**src/rtl/ise_pkg.sv**
```systemverilog
// Shared types and the dominant-channel decision for the image sort engine.
// Latency: n/a (types and a pure function only).
// Backpressure: n/a.
package ise_pkg;

    typedef enum logic [1:0] {
        READ   = 2'd0,
        DIVIDE = 2'd1,
        INSERT = 2'd2,
        OUTPUT = 2'd3
    } state_e;

    typedef enum logic [1:0] {
        COL_R = 2'd0,
        COL_G = 2'd1,
        COL_B = 2'd2
    } colour_e;

    // Dominant channel with tie priority R > G > B; used for single pixels
    // and for the per-image channel counts alike.
    function automatic colour_e class_of(input logic [31:0] r,
                                         input logic [31:0] g,
                                         input logic [31:0] b);
        colour_e c;
        if (r >= g && r >= b) begin
            c = COL_R;
        end else if (g >= b) begin
            c = COL_G;
        end else begin
            c = COL_B;
        end
        return c;
    endfunction

endpackage

```
**src/rtl/ise_divider.sv**
```systemverilog
// Unsigned restoring divider producing one quotient bit per cycle.
// Latency: DVD_W cycles from start to the one-cycle done pulse; quotient held until next start.
// Backpressure: none; a start while busy restarts the division.
module ise_divider #(
    parameter int DVD_W = 13,
    parameter int DVS_W = 3
) (
    input  logic             clk,
    input  logic             reset_n,
    input  logic             start,
    input  logic [DVD_W-1:0] dividend,
    input  logic [DVS_W-1:0] divisor,
    output logic             done,
    output logic [DVD_W-1:0] quotient
);

    localparam int BL_W = $clog2(DVD_W + 1);

    logic [DVS_W-1:0] rem;
    logic [DVS_W-1:0] dvs;
    logic [DVD_W-1:0] work;
    logic [BL_W-1:0]  bits_left;
    logic             busy;

    logic [DVS_W-1:0] src_rem;
    logic [DVD_W-1:0] src_work;
    logic [DVS_W-1:0] src_dvs;
    logic [DVS_W:0]   trial;
    logic             fits;

    // The first quotient bit is resolved in the start cycle itself, so the
    // dividend shifts through 'work' while quotient bits enter at the bottom.
    always_comb begin
        src_rem  = start ? '0 : rem;
        src_work = start ? dividend : work;
        src_dvs  = start ? divisor : dvs;
        trial    = {src_rem, src_work[DVD_W-1]};
        fits     = trial >= {1'b0, src_dvs};
    end

    // One restoring step per cycle while busy; done pulses after the last bit.
    always_ff @(posedge clk or negedge reset_n) begin
        if (!reset_n) begin
            rem       <= '0;
            dvs       <= '0;
            work      <= '0;
            bits_left <= '0;
            busy      <= 1'b0;
            done      <= 1'b0;
        end else begin
            done <= 1'b0;
            if (start || busy) begin
                rem  <= fits ? DVS_W'(trial - {1'b0, src_dvs}) : trial[DVS_W-1:0];
                work <= {src_work[DVD_W-2:0], fits};
                dvs  <= src_dvs;
                if (start) begin
                    bits_left <= BL_W'(DVD_W - 1);
                    busy      <= 1'b1;
                end else begin
                    bits_left <= bits_left - BL_W'(1);
                    if (bits_left == BL_W'(1)) begin
                        busy <= 1'b0;
                        done <= 1'b1;
                    end
                end
            end
        end
    end

    assign quotient = work;

endmodule

```
**src/rtl/ise_sorter_param.sv**
```systemverilog
// Classifies each image by dominant channel, computes its mean, keeps sorted per-colour lists, emits them R,G,B.
// Latency: per image PIX_PER_IMG input cycles + divider + 1 insert cycle; results then at up to one per cycle.
// Backpressure: in_ready low outside READ; out_valid fields held until out_ready.
module ise_sorter_param
    import ise_pkg::*;
#(
    parameter  int NUM_IMG     = 32,
    parameter  int PIX_PER_IMG = 16384,
    parameter  int PIX_W       = 8,
    parameter  int FRAC_W      = 2,
    localparam int IDX_W       = $clog2(NUM_IMG),
    localparam int CNT_W       = $clog2(PIX_PER_IMG) + 1,
    localparam int MEAN_W      = PIX_W + FRAC_W,
    localparam int ACC_W       = PIX_W + CNT_W,
    localparam int DVD_W       = ACC_W + FRAC_W
) (
    input  logic               clk,
    input  logic               reset_n,
    input  logic               in_valid,
    output logic               in_ready,
    input  logic [3*PIX_W-1:0] pixel_in,
    input  logic               sort_desc,
    output logic               out_valid,
    input  logic               out_ready,
    output logic [1:0]         color_index,
    output logic [IDX_W-1:0]   image_out_index,
    output logic               batch_done
);

    localparam logic [CNT_W-1:0] LAST_PIX = CNT_W'(PIX_PER_IMG - 1);
    localparam logic [IDX_W-1:0] LAST_IMG = IDX_W'(NUM_IMG - 1);

    state_e state, state_nxt;

    logic [PIX_W-1:0]  pix_ch [0:2];
    logic [CNT_W-1:0]  cnt    [0:2];
    logic [ACC_W-1:0]  acc    [0:2];
    logic [CNT_W-1:0]  pix_cnt;
    logic [IDX_W-1:0]  image_idx;
    logic              desc_q;
    logic              div_start;
    logic              div_done;
    logic [DVD_W-1:0]  quot;
    logic [MEAN_W-1:0] new_mean;
    logic              unused_quot_hi;
    colour_e           pix_col;
    colour_e           img_col;

    logic [IDX_W-1:0]  lidx  [0:2][0:NUM_IMG-1];
    logic [MEAN_W-1:0] lmean [0:2][0:NUM_IMG-1];
    logic [IDX_W:0]    llen  [0:2];
    logic [NUM_IMG-1:0] ins_before;

    logic [1:0]        out_col;
    logic [IDX_W-1:0]  out_pos;
    logic              pos_last;
    logic              next_col_vld;
    colour_e           next_col;
    colour_e           first_col;
    logic              in_hs;
    logic              out_hs;

    assign pix_ch[0] = pixel_in[3*PIX_W-1:2*PIX_W];
    assign pix_ch[1] = pixel_in[2*PIX_W-1:PIX_W];
    assign pix_ch[2] = pixel_in[PIX_W-1:0];
    assign pix_col   = class_of(32'(pix_ch[0]), 32'(pix_ch[1]), 32'(pix_ch[2]));
    assign img_col   = class_of(32'(cnt[0]), 32'(cnt[1]), 32'(cnt[2]));

    assign new_mean       = quot[MEAN_W-1:0];
    assign unused_quot_hi = |quot[DVD_W-1:MEAN_W];
    assign in_hs          = in_valid && in_ready;
    assign out_hs         = out_valid && out_ready;

    assign color_index     = out_col;
    assign image_out_index = lidx[out_col][out_pos];

    ise_divider #(
        .DVD_W (DVD_W),
        .DVS_W (CNT_W)
    ) u_div (
        .clk      (clk),
        .reset_n  (reset_n),
        .start    (div_start),
        .dividend ({acc[img_col], {FRAC_W{1'b0}}}),
        .divisor  (cnt[img_col]),
        .done     (div_done),
        .quotient (quot)
    );

    // Walk order: end of current list, then the next non-empty list, else batch end.
    always_comb begin
        pos_last     = ({1'b0, out_pos} + (IDX_W+1)'(1)) == llen[out_col];
        next_col_vld = 1'b0;
        next_col     = COL_B;
        if (out_col == COL_R && llen[1] != '0) begin
            next_col_vld = 1'b1;
            next_col     = COL_G;
        end else if (out_col != COL_B && llen[2] != '0) begin
            next_col_vld = 1'b1;
            next_col     = COL_B;
        end
        // First list to present once the final insert has landed.
        if (llen[0] != '0 || img_col == COL_R) begin
            first_col = COL_R;
        end else if (llen[1] != '0 || img_col == COL_G) begin
            first_col = COL_G;
        end else begin
            first_col = COL_B;
        end
    end

    // Entries that stay ahead of the new one: equal means stay ahead in both orders.
    always_comb begin
        ins_before = '0;
        for (int i = 0; i < NUM_IMG; i++) begin
            if ((IDX_W+1)'(i) < llen[img_col]) begin
                ins_before[i] = desc_q ? (lmean[img_col][i] >= new_mean)
                                       : (lmean[img_col][i] <= new_mean);
            end
        end
    end

    // State register.
    always_ff @(posedge clk or negedge reset_n) begin
        if (!reset_n) begin
            state <= READ;
        end else begin
            state <= state_nxt;
        end
    end

    // Next state and handshake outputs.
    always_comb begin
        state_nxt  = state;
        in_ready   = 1'b0;
        out_valid  = 1'b0;
        batch_done = 1'b0;
        case (state)
            READ: begin
                in_ready = 1'b1;
                if (in_valid && pix_cnt == LAST_PIX) state_nxt = DIVIDE;
            end
            DIVIDE: begin
                if (div_done) state_nxt = INSERT;
            end
            INSERT: begin
                state_nxt = (image_idx == LAST_IMG) ? OUTPUT : READ;
            end
            OUTPUT: begin
                out_valid = 1'b1;
                if (out_ready && pos_last && !next_col_vld) begin
                    batch_done = 1'b1;
                    state_nxt  = READ;
                end
            end
            default: state_nxt = READ;
        endcase
    end

    // Accumulation, sorted insertion and output walk.
    always_ff @(posedge clk or negedge reset_n) begin
        if (!reset_n) begin
            for (int c = 0; c < 3; c++) begin
                cnt[c]  <= '0;
                acc[c]  <= '0;
                llen[c] <= '0;
                for (int i = 0; i < NUM_IMG; i++) begin
                    lidx[c][i]  <= '0;
                    lmean[c][i] <= '0;
                end
            end
            pix_cnt   <= '0;
            image_idx <= '0;
            desc_q    <= 1'b0;
            div_start <= 1'b0;
            out_col   <= '0;
            out_pos   <= '0;
        end else begin
            div_start <= 1'b0;
            case (state)
                READ: begin
                    if (in_hs) begin
                        cnt[pix_col] <= cnt[pix_col] + CNT_W'(1);
                        acc[pix_col] <= acc[pix_col] + ACC_W'(pix_ch[pix_col]);
                        pix_cnt      <= pix_cnt + CNT_W'(1);
                        if (pix_cnt == '0 && image_idx == '0) desc_q <= sort_desc;
                        if (pix_cnt == LAST_PIX) div_start <= 1'b1;
                    end
                end
                INSERT: begin
                    if (!ins_before[0]) begin
                        lidx[img_col][0]  <= image_idx;
                        lmean[img_col][0] <= new_mean;
                    end
                    for (int i = 1; i < NUM_IMG; i++) begin
                        if (!ins_before[i]) begin
                            lidx[img_col][i]  <= ins_before[i-1] ? image_idx : lidx[img_col][i-1];
                            lmean[img_col][i] <= ins_before[i-1] ? new_mean : lmean[img_col][i-1];
                        end
                    end
                    llen[img_col] <= llen[img_col] + (IDX_W+1)'(1);
                    for (int c = 0; c < 3; c++) begin
                        cnt[c] <= '0;
                        acc[c] <= '0;
                    end
                    pix_cnt <= '0;
                    if (image_idx == LAST_IMG) begin
                        image_idx <= '0;
                        out_col   <= first_col;
                        out_pos   <= '0;
                    end else begin
                        image_idx <= image_idx + IDX_W'(1);
                    end
                end
                OUTPUT: begin
                    if (out_hs) begin
                        if (!pos_last) begin
                            out_pos <= out_pos + IDX_W'(1);
                        end else if (next_col_vld) begin
                            out_col <= next_col;
                            out_pos <= '0;
                        end else begin
                            out_col <= '0;
                            out_pos <= '0;
                            for (int c = 0; c < 3; c++) begin
                                llen[c] <= '0;
                                for (int i = 0; i < NUM_IMG; i++) begin
                                    lidx[c][i]  <= '0;
                                    lmean[c][i] <= '0;
                                end
                            end
                        end
                    end
                end
                default: ;
            endcase
        end
    end

endmodule

```
**config.mk**
```make
export PLATFORM = sky130hd
export DESIGN_NAME = ise_sorter_param
export DESIGN_NICKNAME = d
export VERILOG_FILES = /design/src/rtl/ise_pkg.sv /design/src/rtl/ise_divider.sv /design/src/rtl/ise_sorter_param.sv
export SDC_FILE = /design/constraint.sdc
export NUM_CORES = 2
export LEC_CHECK = 0
export ABC_AREA = 1
export BUFFER_PORTS_ARGS = -buffer_cell sky130_fd_sc_hd__buf_2
export CAP_MARGIN = 20
export CORE_AREA = 3 3 497 499
export DETAILED_ROUTE_END_ITERATION = 6
export DIE_AREA = 0 0 500 502
export PLACE_DENSITY = 0.57
export SYNTH_ARGS = -nofsm -noshare
export SYNTH_HDL_FRONTEND = slang
export SYNTH_HIERARCHICAL = 1
export SYNTH_SLANG_ARGS = --single-unit
```
**constraint.sdc**
```tcl
create_clock -name clk -period 6.5 [get_ports clk]
set_input_delay 0.65 -clock clk [delete_from_list [all_inputs] [get_ports clk]]
set_output_delay 0.65 -clock clk [all_outputs]
set_load 0.01 [all_outputs]
```
==> run metrics <==
Post-synth ARST share=1.000; largest net degree at the start of global routing=181; routed length per instance=about 23 um; final clock skew=between 30 and 40 ps; number of iterations in the first detailed-routing pass=6; share of cells above drive strength 1=0.06858; number of sinks on the clock net=between 1500 and 2000; number of antenna violations at the first check in global routing=24; Filler Cell Count=24417; CP startpoint kind=register; Starting DRT DRC Count=roughly 11000; post-route worst setup slack=about 420 ps; CTS Buf Count=190; leakage dissipation=around 54 nW; clock tree from TritonCTS=done; antenna violation net count after detailed routing=0; most common cell after layout, fill and taps aside=nand2_1; Layout Nets=between 10000 and 15000; htree depth=4; total number of vias=around 96000; count of flip-flops with a built-in enable after synthesis=0; RR Startpoint=cnt[37]$_DFFE_PN0P_; number of max-capacitance violations reported=0; result of the run=finished, final reports clean; post-synthesis sequential area ratio=0.4300; Clk Tree Root Cell=clkbuf_16; endpoint with the worst hold slack=out_pos[3]$_DFFE_PN0P_; Most used DFF post-synth=dfrtp_1; type of the worst setup path=reg2reg; worst-case register-to-register setup slack=around 420 ps; Max Clk Rate=0.1645 GHz; cells after synthesis=approximately 13000; number of instances on the worst hold path=4; pwr dens=207.0 nW/um2; yosys warns=6; Worst Path Required=roughly 7300 ps; Post-Syn Area=~97000 um2; Non-Filler Instances=16499; Period minus WS final=approximately 6100 ps; Max-Slew Margin vs Limit=0.1874; floorplan die width=about 500 um; Detailed Place HPWL=approximately 250000 um; RSZ-0062 raised after global routing=false; area of the die=251000 um2; Worst setup EP type=register; clock latency reported for the late side of the worst-skew pair=860 ps; global routing usage summed across all routing layers=0.2996; logic depth of the worst register-to-register path=18; Slew Viols, Final=0; clock transition time at the flip-flop clock pins of the worst setup and hold paths=around 60 ps; average vias per placed instance=slightly below 6; largest fanout on the critical path=30; maximum VDD drop=0.2428 mV; number of placed cells counting well taps=between 15000 and 20000; initial core utilization=0.3987; sum of overflow across all layers after global routing=0; sum of negative setup slack=0 ps; largest cells by area after synthesis=dfrtp_1, nand2_1, ha_1; Yosys reg bits=approximately 1700; first-pass GRT wire length=between 500000 and 600000 um; hold path startpoint=out_ready; worst hold slack across all endpoints=approximately 280 ps; Post-Route WL=between 300000 and 400000 um; vias in the first global route=roughly 90000; number of top-level pins=39; Final setup violation count=0; fin crit share=0.9352; Post-Place Setup Slack=around 500 ps; DRC errors left=0; IO buf count=38; Critical R2R Capture=lmean[305]$_DFFE_PN0P_; hold violation count in the final report=0; Mean Syn Cell Area=between 7 and 8 um2; die outline height=502 um; count of cell types in the netlist=64; area share of the largest cell type after synthesis=0.4300; Core Rows=181; post-synth top area cell=dfrtp_1; number of buffers on the longest clock path=3; Core ar.=243000 um2; routability-driven placement congestion ratio=about 0.9; synthesis-to-layout area growth=10.66%; Tightest Hold Check Type=in2reg; Tightest Pin Transition=approximately 1200 ps; top library cells by usage in the layout, fill and taps aside=nand2_1, dfrtp_1, nor2_1, inv_1, nand3_1; CP arrival=6860 ps
-- cell usage after synthesis, types with 21 or more instances --
library cell and count:
a21oi_1 326, a221o_1 36, a311oi_1 34, buf_1 54, buf_2 195, clkbuf_1 468, dfrtp_1 1665, ha_1 423
inv_1 849, inv_2 47, nand2_1 5208, nand3_1 767, nand3b_1 21, nand4_1 143, nor2_1 1264, nor2_2 38
nor2_4 21, nor3_1 47, o211ai_1 28, o21ai_0 601, o21ai_1 58, o21ai_2 30, o21bai_1 30, o221ai_1 226
o22ai_1 363, o31ai_1 30, o32ai_1 61, or2_2 67, xor2_1 44
-- how the worst max path moves through the flow --
stage	start	endpoint	slack (ps)
final	cnt[37]$_DFFE_PN0P_	lmean[305]$_DFFE_PN0P_	420
after global routing	cnt[6]$_DFFE_PN0P_	lmean[79]$_DFFE_PN0P_	50
after detailed placement	cnt[37]$_DFFE_PN0P_	lmean[305]$_DFFE_PN0P_	510
after CTS	cnt[37]$_DFFE_PN0P_	lmean[305]$_DFFE_PN0P_	490
after global placement	cnt[37]$_DFFE_PN0P_	lmean[308]$_DFFE_PN0P_	500
after floorplan	cnt[14]$_DFFE_PN0P_	u_div/rem[12]$_DFFE_PN0P_	1900
-- report_power, final --
group / total (mW) / switching (mW) / internal [mW]
sequential: 10.4 / 0.00322 / 10.4
clock: 11.2 / 4.74 / 6.44
combinational: 0.645 / 0.505 / 0.140
-- sequential cells by signal, summed over array words and instances, names as in the netlist, 2 cells and up --
| register | count |
|---|---|
| color_index | 2 |
| lidx | 480 |
| state | 2 |
| out_pos | 5 |
| image_idx | 5 |
| u_div/quotient | 25 |
| acc | 69 |
| pix_cnt | 15 |
| llen | 18 |
| u_div/rem | 15 |
| u_div/bits_left | 5 |
| u_div/dvs | 15 |
| cnt | 45 |
| lmean | 960 |
-- worst max-delay path, stage by stage (launching register included) --
cell and delay, ps:
dfrtp_1 410, ha_1 390, nand4_1 120, nor2_1 250, nand3_1 130, nand3_2 170, nand2_8 210, inv_4 600
buf_12 350, nand2_1 150, nand3_4 180, nand2_2 180, nor2_1 730, nand2_1 440, nand2_2 430, inv_2 270
nor2_2 710, nand2_1 130, nand2_1 100
-- cell type report --
cell class	count	area, um2	area share
Antenna cell	14	35.03	0.0003267
Clock buffer	280	5605	0.05228
Clock inverter	67	753.2	0.007025
Inverter	904	3436	0.03204
Multi-Input combinational cell	10046	48890	0.4560
Sequential cell	1665	41690	0.3888
Tap cell	3202	4006	0.03737
Timing Repair Buffer	321	2805	0.02616
-- cells by family after synthesis --
family          synth area share
compound gates            0.1251
buf+inv                  0.06622
simple gates              0.3189
other cells           0.00003870
xor+xnor                0.004701
fa+ha+maj                0.05504
flops                     0.4300
-- stage by stage --
step / area, um2 / power, mW / util
2_1_floorplan: 96890 / 10.85 / -
3_3_place_gp: 100700 / 11.20 / 0.4145
3_5_place_dp: 100800 / 11.21 / 0.4147
4_1_cts: 107200 / 22.36 / 0.4410
5_1_grt: 107200 / 22.85 / 0.4411
6_report: 107200 / 22.20 / 0.4412
-- layer usage --
layer	wire, um	global-route usage	vias to the layer above	part of all wire
li1	-	-	43266	-
met1	159000	0.4041	46581	0.41
met2	171700	0.4677	4899	0.45
met3	36380	0.05606	958	0.094
met4	18180	0.1347	0	0.047
met5	0	0	-	0
-- repair_timing --
item                      4_1_cts  5_1_grt
hold buffers                    2        0
hold endpoints to repair      105        0
gates resized for setup         0        0
setup buffers                   0        0
Note: power is estimated with default switching activity, not from simulation.
